### src/rtl/sched_pkg.sv
// sched_pkg: shared state type and default constants for the audio sample scheduler.
package sched_pkg;
    typedef enum logic [1:0] {IDLE, PRIMING, RUNNING} state_t;
    localparam int DEF_DIV = 750;
    localparam int DEF_DATA_W = 14;
    localparam int DEF_FIFO_AW = 4;
    localparam int DEF_PRIME_LEVEL = 8;
endpackage

### src/rtl/sample_fifo.sv
// sample_fifo: single-clock first-word-fall-through FIFO with synchronous flush.
module sample_fifo
    import sched_pkg::*;
#(
    parameter int DATA_W = DEF_DATA_W,
    parameter int AW = DEF_FIFO_AW
) (
    input  logic              clk,
    input  logic              rst_n,
    input  logic              flush,
    input  logic              push,
    input  logic [DATA_W-1:0] wdata,
    input  logic              pop,
    output logic [DATA_W-1:0] rdata,
    output logic              full,
    output logic              empty,
    output logic [AW:0]       level
);
    localparam logic [AW:0] DEPTH = (AW+1)'(2**AW);
    logic [DATA_W-1:0] mem [2**AW];
    logic [AW-1:0] wr_ptr, rd_ptr;
    logic do_push, do_pop;
    assign full = level == DEPTH;
    assign empty = level == '0;
    assign do_pop = pop && !empty;
    // a pop frees the slot this push needs, so full+pop+push is accepted
    assign do_push = push && (!full || do_pop);
    assign rdata = mem[rd_ptr];
    always_ff @(posedge clk) begin
        if (!rst_n || flush) begin
            wr_ptr <= '0;
            rd_ptr <= '0;
            level <= '0;
        end else begin
            if (do_push) wr_ptr <= wr_ptr + AW'(1);
            if (do_pop) rd_ptr <= rd_ptr + AW'(1);
            level <= level + (AW+1)'(do_push) - (AW+1)'(do_pop);
        end
    end
    always_ff @(posedge clk) begin
        if (do_push) mem[wr_ptr] <= wdata;
    end
endmodule

### src/rtl/audio_sample_scheduler.sv
// audio_sample_scheduler: sample-rate pacing of ADC starts and jitter-buffered DAC playback.
// Define SCHED_LOOPBACK_EN to add loopback_i, which feeds ADC results into the DAC FIFO.
module audio_sample_scheduler
    import sched_pkg::*;
#(
    parameter int DIV = DEF_DIV,
    parameter int DATA_W = DEF_DATA_W,
    parameter int FIFO_AW = DEF_FIFO_AW,
    parameter int PRIME_LEVEL = DEF_PRIME_LEVEL
) (
    input  logic               clk_i,
    input  logic               reset_ni,
    input  logic               enable_i,
    input  logic               clear_flags_i,
`ifdef SCHED_LOOPBACK_EN
    input  logic               loopback_i,
`endif
    output logic               adc_start_o,
    input  logic               adc_busy_i,
    input  logic [DATA_W-1:0]  adc_data_i,
    input  logic               adc_data_rdy_i,
    output logic [DATA_W-1:0]  sample_data_o,
    output logic               sample_rdy_o,
    input  logic [DATA_W-1:0]  dac_in_data_i,
    input  logic               dac_in_rdy_i,
    output logic [DATA_W-1:0]  dac_data_o,
    output logic               dac_data_rdy_o,
    output logic [FIFO_AW:0]   fifo_level_o,
    output logic               underrun_o,
    output logic               overrun_o,
    output logic               adc_miss_o
);
    localparam logic [15:0] LAST = 16'(DIV - 1);
    localparam logic [FIFO_AW:0] PRIME = (FIFO_AW+1)'(PRIME_LEVEL);
    state_t state, state_nx;
    logic [15:0] cnt;
    logic tick, src_rdy, wr, pop, starve, empty, full;
    logic [DATA_W-1:0] src_data, head;
`ifdef SCHED_LOOPBACK_EN
    assign src_rdy = loopback_i ? adc_data_rdy_i : dac_in_rdy_i;
    assign src_data = loopback_i ? adc_data_i : dac_in_data_i;
`else
    assign src_rdy = dac_in_rdy_i;
    assign src_data = dac_in_data_i;
`endif
    assign tick = enable_i && cnt == LAST;
    assign wr = src_rdy && state != IDLE;
    assign starve = tick && state == RUNNING && empty;
    assign pop = tick && (state == RUNNING ? !empty : state == PRIMING && fifo_level_o >= PRIME);

    sample_fifo #(.DATA_W(DATA_W), .AW(FIFO_AW)) u_fifo (
        .clk(clk_i),
        .rst_n(reset_ni),
        .flush(state == IDLE),
        .push(wr),
        .wdata(src_data),
        .pop(pop),
        .rdata(head),
        .full(full),
        .empty(empty),
        .level(fifo_level_o)
    );

    always_comb begin
        state_nx = state;
        if (!enable_i) state_nx = IDLE;
        else if (state == IDLE) state_nx = PRIMING;
        else if (state == PRIMING && pop) state_nx = RUNNING;
        else if (starve) state_nx = PRIMING;
    end

    always_ff @(posedge clk_i) begin
        if (!reset_ni) begin
            state <= IDLE;
            cnt <= '0;
            adc_start_o <= 1'b0;
            sample_rdy_o <= 1'b0;
            sample_data_o <= '0;
            dac_data_o <= '0;
            dac_data_rdy_o <= 1'b0;
            underrun_o <= 1'b0;
            overrun_o <= 1'b0;
            adc_miss_o <= 1'b0;
        end else begin
            state <= state_nx;
            cnt <= (!enable_i || tick) ? '0 : cnt + 16'd1;
            adc_start_o <= tick && !adc_busy_i;
            sample_rdy_o <= adc_data_rdy_i;
            sample_data_o <= adc_data_i;
            // a starved tick still strobes the DAC, replaying the held sample
            dac_data_rdy_o <= pop || starve;
            if (pop) dac_data_o <= head;
            underrun_o <= starve || (underrun_o && !clear_flags_i);
            overrun_o <= (wr && full && !pop) || (overrun_o && !clear_flags_i);
            adc_miss_o <= (tick && adc_busy_i) || (adc_miss_o && !clear_flags_i);
        end
    end
endmodule

### config.mk
export PLATFORM = sky130hd
export DESIGN_NAME = audio_sample_scheduler
export DESIGN_NICKNAME = d
export VERILOG_FILES = /design/src/rtl/sched_pkg.sv /design/src/rtl/sample_fifo.sv /design/src/rtl/audio_sample_scheduler.sv
export SDC_FILE = /design/constraint.sdc
export NUM_CORES = 1
export LEC_CHECK = 0
export ABC_AREA = 0
export BUFFER_PORTS_ARGS = -buffer_cell sky130_fd_sc_hd__buf_2
export CAP_MARGIN = 20
export CORE_ASPECT_RATIO = 0.8
export CORE_MARGIN = 4
export CORE_UTILIZATION = 55
export DETAILED_ROUTE_END_ITERATION = 7
export GPL_ROUTABILITY_DRIVEN = 0
export HOLD_SLACK_MARGIN = 0.05
export PLACE_DENSITY = 0.73
export SYNTH_ARGS = -nofsm -noshare
export SYNTH_HDL_FRONTEND = slang
export SYNTH_SLANG_ARGS = --single-unit
### constraint.sdc
create_clock -name clk_i -period 7.3 [get_ports clk_i]
set_input_delay 0.73 -clock clk_i [delete_from_list [all_inputs] [get_ports clk_i]]
set_output_delay 0.73 -clock clk_i [all_outputs]
set_load 0.03 [all_outputs]
==> impl_metrics.json <==
{
  "p_leak_nw": 4.301,
  "worstSetupEndpointType": "flip-flop",
  "first_pass_iters": 5,
  "path_common_cell": "inv_1",
  "syn-num-nets": 695,
  "dpl_cell_area_um2": 11920,
  "power.density_nw_per_um2": 256.0,
  "drv_slew": 0,
  "grt_pass1_vias": 6143,
  "synthMuxAreaShare": 0.1145,
  "ctsHoldBuffers": 0,
  "clk_pin_slew_ns": 0.06,
  "synth_xor_area_frac": 0.01330,
  "cts-root-buf": "clkbuf_16",
  "async_flop_share": 0,
  "ys_warn_count": 0,
  "num_vias": 6074,
  "fin_area_um2": 12850,
  "crit_slowest_cell": "or4_4",
  "rsz0062_at_grt": "false",
  "cp-endpoint": "u_fifo.level[4]",
  "cts-resized-gates": 0,
  "post-route-period-util": 0.4323,
  "period_minus_slack_ns": 3.156,
  "synth_compound_area_frac": 0.04975,
  "final_nets": 784,
  "status": "complete, no violations",
  "drt_iter0_drc": 573,
  "tightest_slew_ns": 1.008,
  "skew_ns": 0.01707,
  "syn_area_per_cell_um2": 17.38,
  "ir_drop_mv": 0.2151,
  "antenna_found_initial": 0,
  "port_buffers": 73,
  "die_area_um2": 22710,
  "rr_endpoint": "u_fifo.level[4]",
  "cts_tree": "done",
  "die_w_um": 167.5,
  "overflow": 0,
  "rows": 46,
  "die_y_um": 135.6,
  "synth-seq-area-share": 0.7173,
  "wl_per_cell_um": 23.10,
  "grt_max_degree": 60,
  "cts_buffers": 28,
  "rr_worst_depth": 14,
  "synth_top_family_by_area": "multiplexers",
  "htree_levels": 1,
  "start_util": 0.5620,
  "ys_ff_latch": 289,
  "maxCapViolCount": 0,
  "tns_ns": 0,
  "clockBufferDepth": 3,
  "fillers": 1411,
  "critPathArrivalTime_ns": 3.58,
  "worstSkewPairLatency_ns": 0.53,
  "synthAdderAreaFrac": 0.01856,
  "track_usage": 0.2075,
  "grt_pass1_wl_um": 35940,
  "fmax_ghz": 0.3169,
  "critPathKind": "reg2reg",
  "hold_ws_ns": 0.3829,
  "drt-total-wl_um": 23540,
  "via_per_inst": 5.961,
  "synthToLayoutAreaGrowth_pct": 14.82,
  "post_cts_buffers": 0,
  "hp-class": "in2reg",
  "synthCells": 644,
  "antenna_cells": 0,
  "synth.distinct_cells": 50,
  "maxSlewHeadroom": 0.3277,
  "worstPathMaxFanout": 5,
  "hpwl_um": 13970,
  "reg2reg_from": "cnt[10]",
  "drive_gt1_frac": 0.2901,
  "ys.flop_type": "edfxtp_1",
  "setup_viol": 0,
  "finalHoldViolCount": 0,
  "coreArea_um2": 19910,
  "syn_area_um2": 11190,
  "cts_sinks": 289,
  "io_pins": 74,
  "crit_chain": "or4_4, nor4_1, and2_1, and3_1, ha_1, inv_1, ha_1, inv_1, fa_1, inv_1, a21oi_1, nor2_1, or3_1, a21oi_1",
  "r2r_slack_ns": 4.14,
  "startpoint": "cnt[10]",
  "drc": 0,
  "critical_path.max_stage_delay_ns": 0.57,
  "ant_nets": 0,
  "synth_edf_count": 224,
  "required_ns": 7.72,
  "synth-simple-area-share": 0.06819,
  "critical_path.startpoint_type": "flip-flop"
}
cell families (layout without fill, tap and decap cells):
family / Yosys count / count (layout)
compound gates: 71 / 71
xor+xnor: 17 / 17
fa+ha+maj: 16 / 16
buf+inv: 50 / 161
flops: 289 / 289
mux: 58 / 58
simple gates: 143 / 143
critical path: cells and delay by family (launching register included):
kind	cells	cell delay, ns
and+or+nand+nor	6	1.59
adders and majority gates	3	0.79
DFF	1	0.36
buffers and inverters	3	0.19
AOI/OAI and AO/OA	2	0.12
cells in the mapped netlist, drive strengths merged (2+ instances only):
master	n	area share
edfxtp	224	0.60
dfxtp	65	0.12
mux4	56	0.11
nor2	41	0.014
o22ai	29	0.016
nand2	27	0.0097
and2	21	0.012
clkbuf	20	0.0067
buf	15	0.0067
ha	15	0.017
inv	15	0.0050
o32ai	14	0.018
a21oi	11	0.0049
nand4	11	0.0061
xor2	11	0.0086
nand2b	8	0.0045
nand3	7	0.0031
xnor2	6	0.0047
nor3	5	0.0022
o21ai	5	0.0022
and3	4	0.0022
o21a	3	0.0020
or2	3	0.0017
a21o	2	0.0013
and4	2	0.0016
mux2i	2	0.0018
nor2b	2	0.0011
nor4	2	0.0025
o31ai	2	0.0013
or3	2	0.0011
or4	2	0.0017
worst min path at each step:
stage	slack, ns	cells past startpoint	start	endpoint
2_1_floorplan	0.43	1	cnt[0]	cnt[0]
4_1_cts	0.36	2	adc_busy_i	adc_start_o
3_5_place_dp	0.46	1	cnt[0]	cnt[0]
3_3_place_gp	0.44	1	cnt[0]	cnt[0]
6_report	0.38	2	adc_busy_i	adc_start_o
5_1_grt	0.38	2	adc_busy_i	adc_start_o
sequential cells by signal, summed over array words and instances, names as in the netlist:
name and cells:
sample_data_o 14, sample_rdy_o 1, dac_data_o 14, u_fifo.level 5, adc_start_o 1, underrun_o 1, dac_data_rdy_o 1, overrun_o 1
adc_miss_o 1, u_fifo.rd_ptr 4, u_fifo.wr_ptr 4, cnt 16, state 2, u_fifo.mem 224
layout make-up:
type	count	area [µm²]	area share
Clock buffer	34	744.5	0.05793
Clock inverter	18	188.9	0.01470
Inverter	15	56.30	0.004381
Multi-Input combinational cell	305	2978	0.2317
Sequential cell	289	8030	0.6249
Tap cell	264	330.3	0.02570
Timing Repair Buffer	94	523.0	0.04070
stage by stage:
stage               utilization  setup WS (ns)  cells  total power [mW]
floorplan                     -          3.977    644             1.841
global placement         0.5985          4.010    967             1.873
detailed placement       0.5985          3.904    967             1.876
CTS                      0.6453          4.149   1019             3.314
global route             0.6453          3.966   1019             3.394
finish                   0.6453          4.144   1019             3.290
cell usage in the layout, fill, tap and decap left out, types with 10 or more instances in the layout:
master,n
nand4_1,11
nor2_1,41
ha_1,15
nand2_1,26
mux4_2,56
buf_2,73
buf_4,21
o22ai_1,29
dfxtp_1,63
edfxtp_1,224
clkbuf_16,29
o32ai_2,10
xor2_1,11
inv_1,15
a21oi_1,11
and2_1,21
report_power, final:
part / internal [mW] / switching, mW / leakage (nW) / total (mW)
Combinational: 0.0176 / 0.0433 / 1.30 / 0.0609
Sequential: 1.78 / 0.00278 / 2.54 / 1.78
Clock: 0.866 / 0.583 / 0.462 / 1.45
per-layer routing:
metal / up-vias / track usage / share of wire
li1: 2702 / - / -
met1: 3095 / 0.2991 / 0.42
met2: 250 / 0.3419 / 0.49
met3: 27 / 0.03792 / 0.081
met4: 0 / 0.03831 / 0.013
met5: - / 0 / 0
Note: power is estimated with default switching activity, not from simulation.
